===== src/rtl/keypad_pkg.sv =====
// Shared types and helpers for the 4x4 keypad scan controller.
package keypad_pkg;

   localparam int ROWS   = 4;
   localparam int COLS   = 4;
   localparam int ROW_IW = $clog2(ROWS);
   localparam int COL_IW = $clog2(COLS);
   localparam logic [ROWS-1:0] ROW_RST = 4'b1110;

   typedef enum logic [1:0] {SCAN, DEBOUNCE, HELD} kp_state_t;

   typedef struct packed {
      logic              single;
      logic [COL_IW-1:0] idx;
   } low_idx_t;

   // Index of the low column plus a flag that exactly one column is low.
   function automatic low_idx_t onehot_low_idx(input logic [COLS-1:0] v);
      low_idx_t r;
      int       n;
      r = '0;
      n = 0;
      for (int i = 0; i < COLS; i++) begin
         if (!v[i]) begin
            n++;
            r.idx = COL_IW'(i);
         end
      end
      r.single = (n == 1);
      return r;
   endfunction

endpackage


===== src/rtl/keypad_sync2.sv =====
// Two-flop synchronizer for asynchronous inputs, with a configurable reset value.
module keypad_sync2 #(
   parameter int           W       = 4,
   parameter logic [W-1:0] RST_VAL = '1
) (
   input  logic         clk,
   input  logic         rst_n_i,
   input  logic [W-1:0] d_i,
   output logic [W-1:0] q_o
);

   logic [W-1:0] s1_q;
   logic [W-1:0] s2_q;

   always_ff @(posedge clk or negedge rst_n_i) begin
      if (!rst_n_i) begin
         s1_q <= RST_VAL;
         s2_q <= RST_VAL;
      end else begin
         s1_q <= d_i;
         s2_q <= s1_q;
      end
   end

   assign q_o = s2_q;

endmodule


===== src/rtl/keypad_scan_ctrl.sv =====
// 4x4 keypad controller: row sweep, column sampling, press/release debounce and a
// single-entry valid/ready key output with drop indication.
module keypad_scan_ctrl
   import keypad_pkg::*;
#(
   parameter int SCAN_DIV     = 50000,
   parameter int DEBOUNCE_CYC = 500000
) (
   input  logic       clk,
   input  logic       rst,
   input  logic [3:0] col,
   output logic [3:0] row,
   output logic [3:0] key_code,
   output logic       key_valid,
   input  logic       key_ready,
   output logic       key_drop
);

   localparam int DIV_W = $clog2(SCAN_DIV) + 1;
   localparam int DEB_W = $clog2(DEBOUNCE_CYC) + 1;
   localparam logic [DIV_W-1:0] DIV_LAST = DIV_W'(SCAN_DIV - 1);
   localparam logic [DEB_W-1:0] DEB_TERM = DEB_W'(DEBOUNCE_CYC);

   logic [COLS-1:0]   col_s;
   kp_state_t         state_q;
   logic [DIV_W-1:0]  div_q;
   logic [DEB_W-1:0]  deb_q;
   logic [DEB_W-1:0]  deb_d;
   logic [ROWS-1:0]   row_q;
   logic [ROW_IW-1:0] row_idx_q;
   logic [COL_IW-1:0] col_idx_q;
   logic [COLS-1:0]   pat_q;
   logic [3:0]        key_code_q;
   logic              key_valid_q;
   logic              key_drop_q;
   low_idx_t          sel;
   logic              load_d;

   keypad_sync2 #(.W(COLS), .RST_VAL(4'hF)) u_sync (
      .clk     (clk),
      .rst_n_i (rst),
      .d_i     (col),
      .q_o     (col_s)
   );

   // Debounce counter saturates at the terminal count instead of wrapping.
   always_comb begin
      deb_d  = (deb_q == DEB_TERM) ? deb_q : deb_q + 1'b1;
      sel    = onehot_low_idx(col_s);
      load_d = (state_q == DEBOUNCE) && (col_s == pat_q) && (deb_d == DEB_TERM);
   end

   always_ff @(posedge clk or negedge rst) begin
      if (!rst) begin
         state_q     <= SCAN;
         div_q       <= '0;
         deb_q       <= '0;
         row_q       <= ROW_RST;
         row_idx_q   <= '0;
         col_idx_q   <= '0;
         pat_q       <= '1;
         key_code_q  <= '0;
         key_valid_q <= 1'b0;
         key_drop_q  <= 1'b0;
      end else begin
         key_drop_q <= 1'b0;
         case (state_q)
            SCAN: begin
               if (div_q == DIV_LAST) begin
                  div_q <= '0;
                  if (sel.single) begin
                     state_q   <= DEBOUNCE;
                     pat_q     <= col_s;
                     col_idx_q <= sel.idx;
                     deb_q     <= '0;
                  end else begin
                     row_q     <= {row_q[ROWS-2:0], row_q[ROWS-1]};
                     row_idx_q <= row_idx_q + 1'b1;
                  end
               end else begin
                  div_q <= div_q + 1'b1;
               end
            end
            DEBOUNCE: begin
               if (col_s != pat_q) begin
                  deb_q     <= '0;
                  state_q   <= SCAN;
                  row_q     <= {row_q[ROWS-2:0], row_q[ROWS-1]};
                  row_idx_q <= row_idx_q + 1'b1;
               end else if (deb_d == DEB_TERM) begin
                  deb_q   <= '0;
                  state_q <= HELD;
               end else begin
                  deb_q <= deb_d;
               end
            end
            HELD: begin
               if (col_s != '1) begin
                  deb_q <= '0;
               end else if (deb_d == DEB_TERM) begin
                  deb_q     <= '0;
                  state_q   <= SCAN;
                  row_q     <= {row_q[ROWS-2:0], row_q[ROWS-1]};
                  row_idx_q <= row_idx_q + 1'b1;
               end else begin
                  deb_q <= deb_d;
               end
            end
            default: state_q <= SCAN;
         endcase

         // A same-cycle consume frees the slot, so the new code is accepted then.
         if (load_d) begin
            if (!key_valid_q || key_ready) begin
               key_code_q  <= {row_idx_q, col_idx_q};
               key_valid_q <= 1'b1;
            end else begin
               key_drop_q <= 1'b1;
            end
         end else if (key_valid_q && key_ready) begin
            key_valid_q <= 1'b0;
         end
      end
   end

   assign row       = row_q;
   assign key_code  = key_code_q;
   assign key_valid = key_valid_q;
   assign key_drop  = key_drop_q;

endmodule


===== config.mk =====
export PLATFORM = sky130hd
export DESIGN_NAME = keypad_scan_ctrl
export DESIGN_NICKNAME = d
export VERILOG_FILES = /design/src/rtl/keypad_pkg.sv /design/src/rtl/keypad_sync2.sv /design/src/rtl/keypad_scan_ctrl.sv
export SDC_FILE = /design/constraint.sdc
export NUM_CORES = 1
export LEC_CHECK = 0
export ABC_AREA = 1
export CAP_MARGIN = 20
export CORE_ASPECT_RATIO = 0.8
export CORE_MARGIN = 5
export CORE_UTILIZATION = 50
export CTS_BUF_LIST = sky130_fd_sc_hd__clkbuf_8
export DETAILED_ROUTE_END_ITERATION = 6
export PLACE_DENSITY = 0.68
export SYNTH_ARGS = -nofsm -noshare
export SYNTH_HDL_FRONTEND = slang
export SYNTH_SLANG_ARGS = --single-unit
export TNS_END_PERCENT = 30

===== constraint.sdc =====
create_clock -name clk -period 6.5 [get_ports clk]
set_clock_uncertainty 0.15 [all_clocks]
set_input_delay 0.975 -clock clk [delete_from_list [all_inputs] [get_ports clk]]
set_output_delay 0.975 -clock clk [all_outputs]
set_load 0.01 [all_outputs]

==> summary.md <==
The run finished with clean final reports. For the data arrival at the endpoint of the critical path, the log shows 3630 ps. Yosys printed 0 warnings. The first global-routing pass estimated 15,300 um of wire. Number of setup violations in the final report: 0. For the pin with the worst max-slew slack, the measured transition is 947 ps. Entering global routing, the biggest net connects 66 pins.

After detailed routing, the average wire length per cell comes to 13.9 um. The clock transition time at the flip-flop clock pins of the worst setup and hold paths was 70 ps. The share of the cycle needed by the critical path after routing is 0.538. Data on the critical path is required at its endpoint by 6630 ps.

Routability-driven placement finished with a final weighted congestion of 0.918. The instance area after placement came out at 0.00419 mm2. Synthesis inferred 65 register bits. Including well taps, the total number of placed cells is 627. In this run the remaining antenna-violating nets after routing total 0. The estimated wirelength of the detail-placed design was 6500 um; the cell depth of the worst hold path was 0. Cell at the slowest stage of the critical path: sky130_fd_sc_hd__nand4_1. The synthesized area divided by synthesized cell count was 7.71 um2; the initial cell density of the core was 0.504. After synthesis, the netlist uses 33 different library cells. Dividing the detail-routed via count by the number of cells gives 5.29. The sink count of the clock tree came out at 65. The first-pass iteration count of the detailed router was 5; the clock insertion delay at the later pin of the skew report was 340 ps.

The total routed wirelength is 8910 um, and the achievable clock frequency is 0.286 GHz. Synthesized instance count: 513. The total count of max-transition violations in the final report came out at 0. STA classifies the critical path startpoint as a register. The run gives 0 as the number of hold-slack violations in the final timing report.

The class of the most critical setup path is register to register. The clock tree synthesis step divided the H-tree into 3 levels. The CTS buffer count was 9; the chip width was 109 um. The startpoint of the lowest-slack hold path is u_sync.s1_q[1]. In this run the count of I/O pins placed on the die edge is 17. The signal on the critical path passes through inv_1 > ha_1 > xor2_1 > inv_1 > ha_1 > o21ai_0 > nand2_1 > inv_1 > nor2_1 > nor2_1 > nand4_1 > nand3b_1 > nand2_1.

The relative max-transition margin came out at 0.367. By instance count, the cell type seen most on the critical path is sky130_fd_sc_hd__inv_1. The run gives 0 as the number of gates given a new drive strength after cts. For this design the ratio of total power to cell area is 169 mW/mm2. The largest stage delay on the critical path is 750 ps, and the number of DRC violations after detailed routing is 0. The filler cells instantiated in the layout total 726.

The worst hold slack after final layout is 206 ps. The finished cells cover 0.00436 mm2. Along the worst path, the maximum fanout reaches 20. The via count of the first global-routing pass was 3,274.

The tool flagged a number of max-cap violations equal to 0. The tools report the sum of overflow across all layers after global routing as 0. The path with the worst hold slack has its endpoint at u_sync.q_o[1].

The number of cells on the worst reg-to-reg path is 13. The die footprint is 0.00980 mm2, and the area of the placeable core is 0.00784 mm2. The initial antenna violation count came out at 0. The worst hold path belongs to the class register to register.

In this run, post-CTS hold repair placed 0 buffers. Net count after synthesis: 531. Summing all multi-input logic gate instances after layout gives 0.00202 mm2. For the finished layout, the period the worst path requires is 3490 ps. Summing all flip-flop and latch instances after layout gives 0.00165 mm2. The worst register-to-register path ends at deb_q[5].

TritonCTS built the clock tree. Across all layers, the routed design uses 3,400 vias. The tools report the total number of placement rows as 29.

In this run the critical register-to-register path is launched from u_sync.q_o[1]. The first routing iteration left 216 violations. Setup repair after global routing left no endpoint under its margin. No sink is reached through more buffers than the 2 on the longest clock path. Die height: 89.5 um. During placement, the flow inserted port buffers numbering 16. The total routing resource utilization after global routing is 0.198, and the synthesis-to-finish area growth is 10.2%. The tree is rooted in a sky130_fd_sc_hd__clkbuf_8.

In the final timing run, aggregate negative setup slack is 0 ps. The sequential share of the synthesized area is 0.416. The run gives 0.00179 uW as the static leakage.

The final instance count without filler cells is 643, and the share of cells above drive strength 1 is 0.138. The net count of the finished layout is 548. The worst vdd rail ir drop is 0.000123 V. The tools report the nature of the critical path endpoint as a register. The mapped netlist covers 0.00395 mm2. The count of inserted antenna diode cells came out at 0. In this run the post-CTS setup repair buffer count came out at 0. The worst register-to-register path has a setup slack of 3010 ps.
-- registers in the layout, summed over array words and instances, names as in the netlist, 4 cells and up --
signal	flops
deb_q	20
div_q	17
key_code	4
pat_q	4
row	4
u_sync.q_o	4
u_sync.s1_q	4
-- cell families (layout without fill, tap and decap cells) --
| logic type | count (synthesis) | in the layout | share of synthesized area |
|---|---|---|---|
| AND/OR/NAND/NOR | 284 | 284 | 0.335 |
| AO/OA/AOI/OAI | 55 | 55 | 0.0839 |
| flip-flops | 65 | 65 | 0.416 |
| adder cells (fa/ha/maj) | 11 | 11 | 0.0348 |
| buffers and inverters | 72 | 94 | 0.0725 |
| XOR/XNOR | 26 | 26 | 0.0576 |
-- worst max-delay path: cells and delay by family, from the launching register on --
family / cells / cell delay (ps)
AOI/OAI and AO/OA: 1 / 150
xor gates and xnor gates: 1 / 200
adders and majority gates: 2 / 590
buffers and inverters: 3 / 250
DFF: 1 / 560
and+or+nand+nor: 6 / 1530
-- layout make-up --
| cell class | instances | area share |
|---|---|---|
| multi-input combinational | 376 | 0.464 |
| sequential | 65 | 0.378 |
| inverter | 61 | 0.0525 |
| timing repair buffer | 17 | 0.0373 |
| tap | 108 | 0.0310 |
| clock buffer | 9 | 0.0284 |
| clock inverter | 7 | 0.00919 |
-- cell usage in the layout, fill, tap and decap left out, types with 2 or more instances in the layout --
cell type	instances
sky130_fd_sc_hd__clkinv_2	2
sky130_fd_sc_hd__xor2_1	18
sky130_fd_sc_hd__nand4_1	17
sky130_fd_sc_hd__xnor2_1	8
sky130_fd_sc_hd__dfstp_2	15
sky130_fd_sc_hd__nand3_1	46
sky130_fd_sc_hd__clkdlybuf4s50_1	15
sky130_fd_sc_hd__inv_2	2
sky130_fd_sc_hd__nand2_4	2
sky130_fd_sc_hd__nand2_1	119
sky130_fd_sc_hd__o21ai_0	22
sky130_fd_sc_hd__nand2_2	13
sky130_fd_sc_hd__clkinvlp_4	3
sky130_fd_sc_hd__inv_1	60
sky130_fd_sc_hd__nor3_1	13
sky130_fd_sc_hd__nor2_1	51
sky130_fd_sc_hd__ha_1	11
sky130_fd_sc_hd__nor2_4	5
sky130_fd_sc_hd__nor2_2	11
sky130_fd_sc_hd__dfrtp_1	50
sky130_fd_sc_hd__a21oi_1	6
sky130_fd_sc_hd__clkbuf_8	9
sky130_fd_sc_hd__o21ai_2	6
sky130_fd_sc_hd__nor4_1	3
sky130_fd_sc_hd__nand3_2	2
sky130_fd_sc_hd__o22ai_1	17
-- Yosys cell counts, drive strengths merged --
library cell | instances | area, um2
dfrtp | 50 | 1250
nor2 | 67 | 317
nand3 | 48 | 250
dfstp | 15 | 394
o21bai | 1 | 11.3
nand4 | 17 | 106
xnor2 | 8 | 70.1
buf | 6 | 38.8
o21a | 1 | 7.51
clkbuf | 5 | 18.8
nand3b | 1 | 7.51
o21ai | 29 | 168
ha | 11 | 138
nor4 | 3 | 18.8
xor2 | 18 | 158
inv | 60 | 225
a21oi | 6 | 30.0
clkinv | 1 | 3.75
nor3 | 14 | 75.1
o22ai | 17 | 106
nand2 | 134 | 551
a22o | 1 | 8.76
-- routing by layer --
metal | up-vias | part of all wire | track usage
li1 | 1706 | - | -
met1 | 1588 | 0.47 | 0.272
met2 | 94 | 0.46 | 0.306
met3 | 12 | 0.063 | 0.0527
met4 | 0 | 0.011 | 0.0634
met5 | - | 0 | 0
-- how the worst max path moves through the flow --
stage,startpoint,endpoint,slack [ps],cells past startpoint
2_1_floorplan,u_sync.q_o[1],deb_q[10],3880,14
3_3_place_gp,u_sync.q_o[1],deb_q[5],3210,13
3_5_place_dp,u_sync.q_o[1],deb_q[5],3070,13
4_1_cts,u_sync.q_o[1],deb_q[5],3000,13
5_1_grt,u_sync.q_o[1],deb_q[17],2580,14
6_report,u_sync.q_o[1],deb_q[5],3010,13
-- power breakdown --
part | switching, uW | internal (uW) | total, uW
clock | 162 | 134 | 296
combinational | 18.2 | 8.80 | 27.0
sequential | 2.32 | 409 | 411
-- through the flow --
step	setup WS (ps)	total power (uW)	utilization
CTS	3000	747	0.556
global placement	3210	445	0.535
global route	2580	762	0.556
detailed placement	3070	446	0.535
floorplan	3880	431	-
finish	3010	734	0.556
No activity file was read; power rests on OpenSTA's default activity.
